<file path="src/rtl/countdown_time_controller.sv">
// MM:SS BCD countdown sequencer for the doomsday clock: set/run/pause/expired
// state machine driven by debounced button pulses and a 1 Hz tick.
module countdown_time_controller #(
    parameter logic [15:0] RESET_TIME   = 16'h0500,
    parameter int          SEC_TENS_MAX = 5
) (
    input  logic        clk,
    input  logic        rst,
    input  logic        mode_pulse,
    input  logic        inc_pulse,
    input  logic        start_pulse,
    input  logic        tick,
    output logic [15:0] time_bcd,
    output logic [1:0]  digit_sel,
    output logic        setting,
    output logic        running,
    output logic        expired,
    output logic [2:0]  state
);

    typedef enum logic [2:0] {
        ST_IDLE    = 3'd0,
        ST_SET     = 3'd1,
        ST_RUN     = 3'd2,
        ST_PAUSED  = 3'd3,
        ST_EXPIRED = 3'd4
    } state_t;

    localparam logic [3:0] SEC_TENS_MAX_C = 4'(SEC_TENS_MAX);

    // Increment one BCD digit, wrapping past max back to zero.
    function automatic logic [3:0] digit_inc(input logic [3:0] d, input logic [3:0] max);
        logic [3:0] r;
        if (d >= max) begin
            r = 4'd0;
        end else begin
            r = d + 4'd1;
        end
        return r;
    endfunction

    // One-second MM:SS decrement with borrow chain; caller guarantees non-zero input.
    function automatic logic [15:0] time_dec(input logic [15:0] t);
        logic [15:0] r;
        r = t;
        if (t[3:0] != 4'd0) begin
            r[3:0] = t[3:0] - 4'd1;
        end else begin
            r[3:0] = 4'd9;
            if (t[7:4] != 4'd0) begin
                r[7:4] = t[7:4] - 4'd1;
            end else begin
                r[7:4] = SEC_TENS_MAX_C;
                if (t[11:8] != 4'd0) begin
                    r[11:8] = t[11:8] - 4'd1;
                end else begin
                    r[11:8]  = 4'd9;
                    r[15:12] = t[15:12] - 4'd1;
                end
            end
        end
        return r;
    endfunction

    state_t      state_r, state_s;
    logic [15:0] time_r, time_s, dec_s;
    logic [1:0]  sel_r, sel_s;
    logic        setting_r, running_r, expired_r;

    // Next-state, next-time and next-digit-select decode.
    always_comb begin
        state_s = state_r;
        time_s  = time_r;
        sel_s   = sel_r;
        dec_s   = time_dec(time_r);
        case (state_r)
            ST_IDLE: begin
                if (mode_pulse) begin
                    state_s = ST_SET;
                    sel_s   = 2'd3;
                end else if (start_pulse && (time_r != 16'h0000)) begin
                    state_s = ST_RUN;
                end else begin
                    state_s = ST_IDLE;
                end
            end
            ST_SET: begin
                if (inc_pulse) begin
                    case (sel_r)
                        2'd0:    time_s[3:0]   = digit_inc(time_r[3:0], 4'd9);
                        2'd1:    time_s[7:4]   = digit_inc(time_r[7:4], SEC_TENS_MAX_C);
                        2'd2:    time_s[11:8]  = digit_inc(time_r[11:8], 4'd9);
                        2'd3:    time_s[15:12] = digit_inc(time_r[15:12], 4'd9);
                        default: time_s        = time_r;
                    endcase
                end else begin
                    time_s = time_r;
                end
                if (mode_pulse) begin
                    if (sel_r != 2'd0) begin
                        sel_s = sel_r - 2'd1;
                    end else begin
                        state_s = ST_IDLE;
                        sel_s   = 2'd3;
                    end
                end else begin
                    sel_s = sel_r;
                end
            end
            ST_RUN: begin
                // A zero result beats a simultaneous pause request.
                if (tick) begin
                    time_s = dec_s;
                    if (dec_s == 16'h0000) begin
                        state_s = ST_EXPIRED;
                    end else if (start_pulse) begin
                        state_s = ST_PAUSED;
                    end else begin
                        state_s = ST_RUN;
                    end
                end else if (start_pulse) begin
                    state_s = ST_PAUSED;
                end else begin
                    state_s = ST_RUN;
                end
            end
            ST_PAUSED: begin
                if (mode_pulse) begin
                    state_s = ST_SET;
                    sel_s   = 2'd3;
                end else if (start_pulse) begin
                    state_s = ST_RUN;
                end else begin
                    state_s = ST_PAUSED;
                end
            end
            ST_EXPIRED: begin
                time_s = 16'h0000;
                if (start_pulse || mode_pulse) begin
                    state_s = ST_IDLE;
                end else begin
                    state_s = ST_EXPIRED;
                end
            end
            default: begin
                state_s = ST_IDLE;
                sel_s   = 2'd3;
            end
        endcase
    end

    // State, time and registered status flags.
    always_ff @(posedge clk) begin
        if (rst) begin
            state_r   <= ST_IDLE;
            time_r    <= RESET_TIME;
            sel_r     <= 2'd3;
            setting_r <= 1'b0;
            running_r <= 1'b0;
            expired_r <= 1'b0;
        end else begin
            state_r   <= state_s;
            time_r    <= time_s;
            sel_r     <= sel_s;
            setting_r <= (state_s == ST_SET);
            running_r <= (state_s == ST_RUN);
            expired_r <= (state_s == ST_EXPIRED);
        end
    end

    assign time_bcd  = time_r;
    assign digit_sel = sel_r;
    assign setting   = setting_r;
    assign running   = running_r;
    assign expired   = expired_r;
    assign state     = state_r;

endmodule

</file>
<file path="config.mk">
export PLATFORM = sky130hd
export DESIGN_NAME = countdown_time_controller
export DESIGN_NICKNAME = d
export VERILOG_FILES = /design/src/rtl/countdown_time_controller.sv
export SDC_FILE = /design/constraint.sdc
export NUM_CORES = 1
export LEC_CHECK = 0
export ABC_AREA = 1
export BUFFER_PORTS_ARGS = -buffer_cell sky130_fd_sc_hd__buf_2
export CORE_MARGIN = 3
export CORE_UTILIZATION = 57
export DETAILED_ROUTE_END_ITERATION = 10
export PLACE_DENSITY = 0.8
export SYNTH_ARGS = -nofsm -noshare
export SYNTH_HDL_FRONTEND = slang
export SYNTH_SLANG_ARGS = --single-unit
</file>
<file path="constraint.sdc">
create_clock -name clk -period 2.55 [get_ports clk]
set_input_delay 0.255 -clock clk [delete_from_list [all_inputs] [get_ports clk]]
set_output_delay 0.255 -clock clk [all_outputs]
set_load 0.02 [all_outputs]
</file>
==> impl_results.md <==
- Status: finished, final reports clean
- Syn Area/Cell: 6.67 um2
- DRC Markers: 0
- CP delay by family, top: simple AND/OR/NAND/NOR gates
- Initial antenna violation count: 0
- Worst slew pin tran: 0.641 ns
- Layout fillers: 299
- CP startpoint kind: flop
- Critical path's most frequent cell: nand2_1
- Crit-path slowest cell: dfxtp_1
- Final setup vio count: 0
- Vias in the first global route: 1872
- CP endpoint kind: flop
- Nets@finish: 350
- Max cap viols: 0
- Most frequent cells in the layout: nand2_1 (66), inv_1 (32), buf_2 (29), o21ai_0 (25)
- Yosys reg bits: 24
- Syn Std Cell Area: 0.00199 mm2
- Antenna Cells: 0
- Crit Path Category: flop to flop
- Area of the multi-input gates: 0.00132 mm2
- CP max FO: 12
- Final WL: 4830 um
- Top Ports: 30
- Clk slew on worst S/H paths: 0.14 ns
- Vias: 2030
- Final Power: 1.57 mW
- Synth Instances: 299
- Met1 WL: 2210 um
- Peak Freq: 465 MHz
- Clk Latency, worst-skew pair: 0.33 ns
- Crit path time final: 2.15 ns
- Share of cells above drive strength 1: 20.2%
- Post-CTS Hold Fix Bufs: 0
- Final Hold Viols: 0
- RSZ-0062 raised after global routing: false
- Critical Path AT: 2.38 ns
- Met2 wire length: 2240 um
- Initial drt markers: 212
- Sw Share: 49.2%
- Drt via density: 5.49
- Fin crit share: 84.4%
- Clk buf depth: 2
- GRT Overall Usage: 25.2%
- GPL Wtd Cong: 0.921
- CTS tree: yes
- Metal3 WL: 324 um
- Syn nets: 322
- Max Used Layer: met4
- Most common cell after layout, fill and taps aside: nand2_1
- Clock share of power: 13.4%
- Worst hold path class: input port to flop
- Drt first pass iters: 5
- CTS buffer count: 3
- Die X-Extent: 65.2 um
- Max H-tree Level: 1
- Pins over their slew limit: 0
- Core ar.: 0.00320 mm2
- Post-route ant nets: 0
- Yosys cell types: 32
- Synth warnings: 0
- WP buf/inv: 2
- Sequential Power Share: 32.7%
- Setup TNS: 0 ns
- Row count: 20
- First-pass GRT wire length: 8500 um
- Clk_skew: 0.0108 ns
- Logic pwr share: 53.8%
- WP data required: 2.78 ns
- Die area: 0.00424 mm2
- Gates resized, CTS repair: 0
- IO buf count: 29
- NetSw: 0.773 mW
- Initial Util: 62.3%
- Leakage power of the design: 1.10 nW
- FF+latch area: 480 um2
- Largest net degree at the start of global routing: 16
- CTS sink cnt: 24
- Peak supply drop: 0.418 mV
- Seq/Total Area, Yosys: 24.1%
- CP Cell Sequence: inv_1 -> ha_1 -> nand2_2 -> nor2_4 -> nand2_1 -> nand2_1 -> nand2_1 -> inv_2 -> nand2_2 -> nor2_4 -> nand3_4 -> nand2_1 -> nand3_1 -> nand2_1 -> nor2_1
- Post-DP HPWL: 3680 um
- P_int: 0.799 mW
- Synth-to-layout area growth: 10.0%
- Root buf cell: clkbuf_4
- Worst path max stage delay: 0.37 ns
- Headroom to the max-slew limit: 56.8%
- DR WL/cell: 13.0 um
- Post-CTS Setup Inserts: 0
- Total gr overflow: 0
- PwrDens: 716 mW/mm2
- Die Y: 65.2 um
worst reg2reg max path, cell delays in order (launching register included):
cell and delay (ns):
dfxtp_1 0.37, inv_1 0.13, ha_1 0.31, nand2_2 0.15
nor2_4 0.27, nand2_1 0.11, nand2_1 0.07, nand2_1 0.07
inv_2 0.06, nand2_2 0.05, nor2_4 0.09, nand3_4 0.09
nand2_1 0.08, nand3_1 0.08, nand2_1 0.08, nor2_1 0.06
layer usage:
layer,vias to the layer above,track usage [%]
met5,-,0
met3,8,4.79
met2,74,42.5
met1,899,32.8
met4,0,6.74
li1,1049,-
final cells by class:
type                            count  share of cell area (%)
Inverter                           40                    6.84
Clock buffer                        4                    1.65
Timing Repair Buffer               30                    6.96
Multi-Input combinational cell    228                    60.1
Sequential cell                    24                    21.9
Tap cell                           44                    2.51
path summary, 6_finish.rpt:
| check | from | endpoint | slack [ns] | cells after the start |
|---|---|---|---|---|
| worst max-delay path | time_bcd[1] | running | 0.40 | 15 |
| worst min-delay path | rst | setting | 0.25 | 2 |
| worst max register to register | time_bcd[1] | running | 0.40 | 15 |
| worst min register to register | time_bcd[5] | time_bcd[7] | 0.59 | 2 |
power by group through the flow:
stage,Clock [mW],Sequential (mW),Combinational [mW]
detailed placement,0,0.523,0.838
finish,0.211,0.514,0.846
global placement,0,0.521,0.835
floorplan,0,0.565,0.626
global route,0.232,0.525,0.963
CTS,0.216,0.514,0.844
Yosys cell counts, drive strengths merged:
| library cell | instances | share of area [%] |
|---|---|---|
| a221oi | 1 | 0.44 |
| buf | 5 | 1.8 |
| a211oi | 3 | 1.1 |
| nand4 | 7 | 2.2 |
| or2 | 1 | 0.31 |
| a31oi | 6 | 1.9 |
| xor2 | 4 | 1.8 |
| o22ai | 5 | 1.6 |
| o21ai | 28 | 7.0 |
| inv | 40 | 7.5 |
| a21oi | 12 | 3.2 |
| clkbuf | 2 | 0.38 |
| ha | 17 | 11 |
| nand2 | 73 | 15 |
| o21a | 3 | 1.1 |
| dfxtp | 24 | 24 |
| xnor2 | 2 | 0.88 |
| nor3 | 3 | 0.75 |
| nand3 | 29 | 8.9 |
| a22oi | 1 | 0.38 |
| o211ai | 2 | 0.75 |
| nor2 | 31 | 8.6 |
logic make-up after synthesis:
family / synth area share (%)
buffers and inverters: 9.72
adders and majority gates: 10.7
xor gates and xnor gates: 2.63
DFF: 24.1
AOI/OAI and AO/OA: 17.5
and+or+nand+nor: 35.4
flip-flops by register name, indices dropped and copies added (netlist names):
register   count
setting        1
state          3
time_bcd      16
running        1
digit_sel      2
expired        1
stage by stage:
stage / hold slack (ns) / setup slack (ns) / instances / cell area, um2 / utilization [%]
after floorplan: 0.423 / 0.536 / 299 / 1990 / -
after global placement: 0.571 / 0.483 / 366 / 2160 / 67.4
after detailed placement: 0.583 / 0.414 / 366 / 2160 / 67.4
after CTS: 0.233 / 0.386 / 370 / 2190 / 68.5
after global routing: 0.229 / 0.0535 / 370 / 2190 / 68.5
final: 0.250 / 0.399 / 370 / 2190 / 68.5
Power figures use the tool's default switching activity.
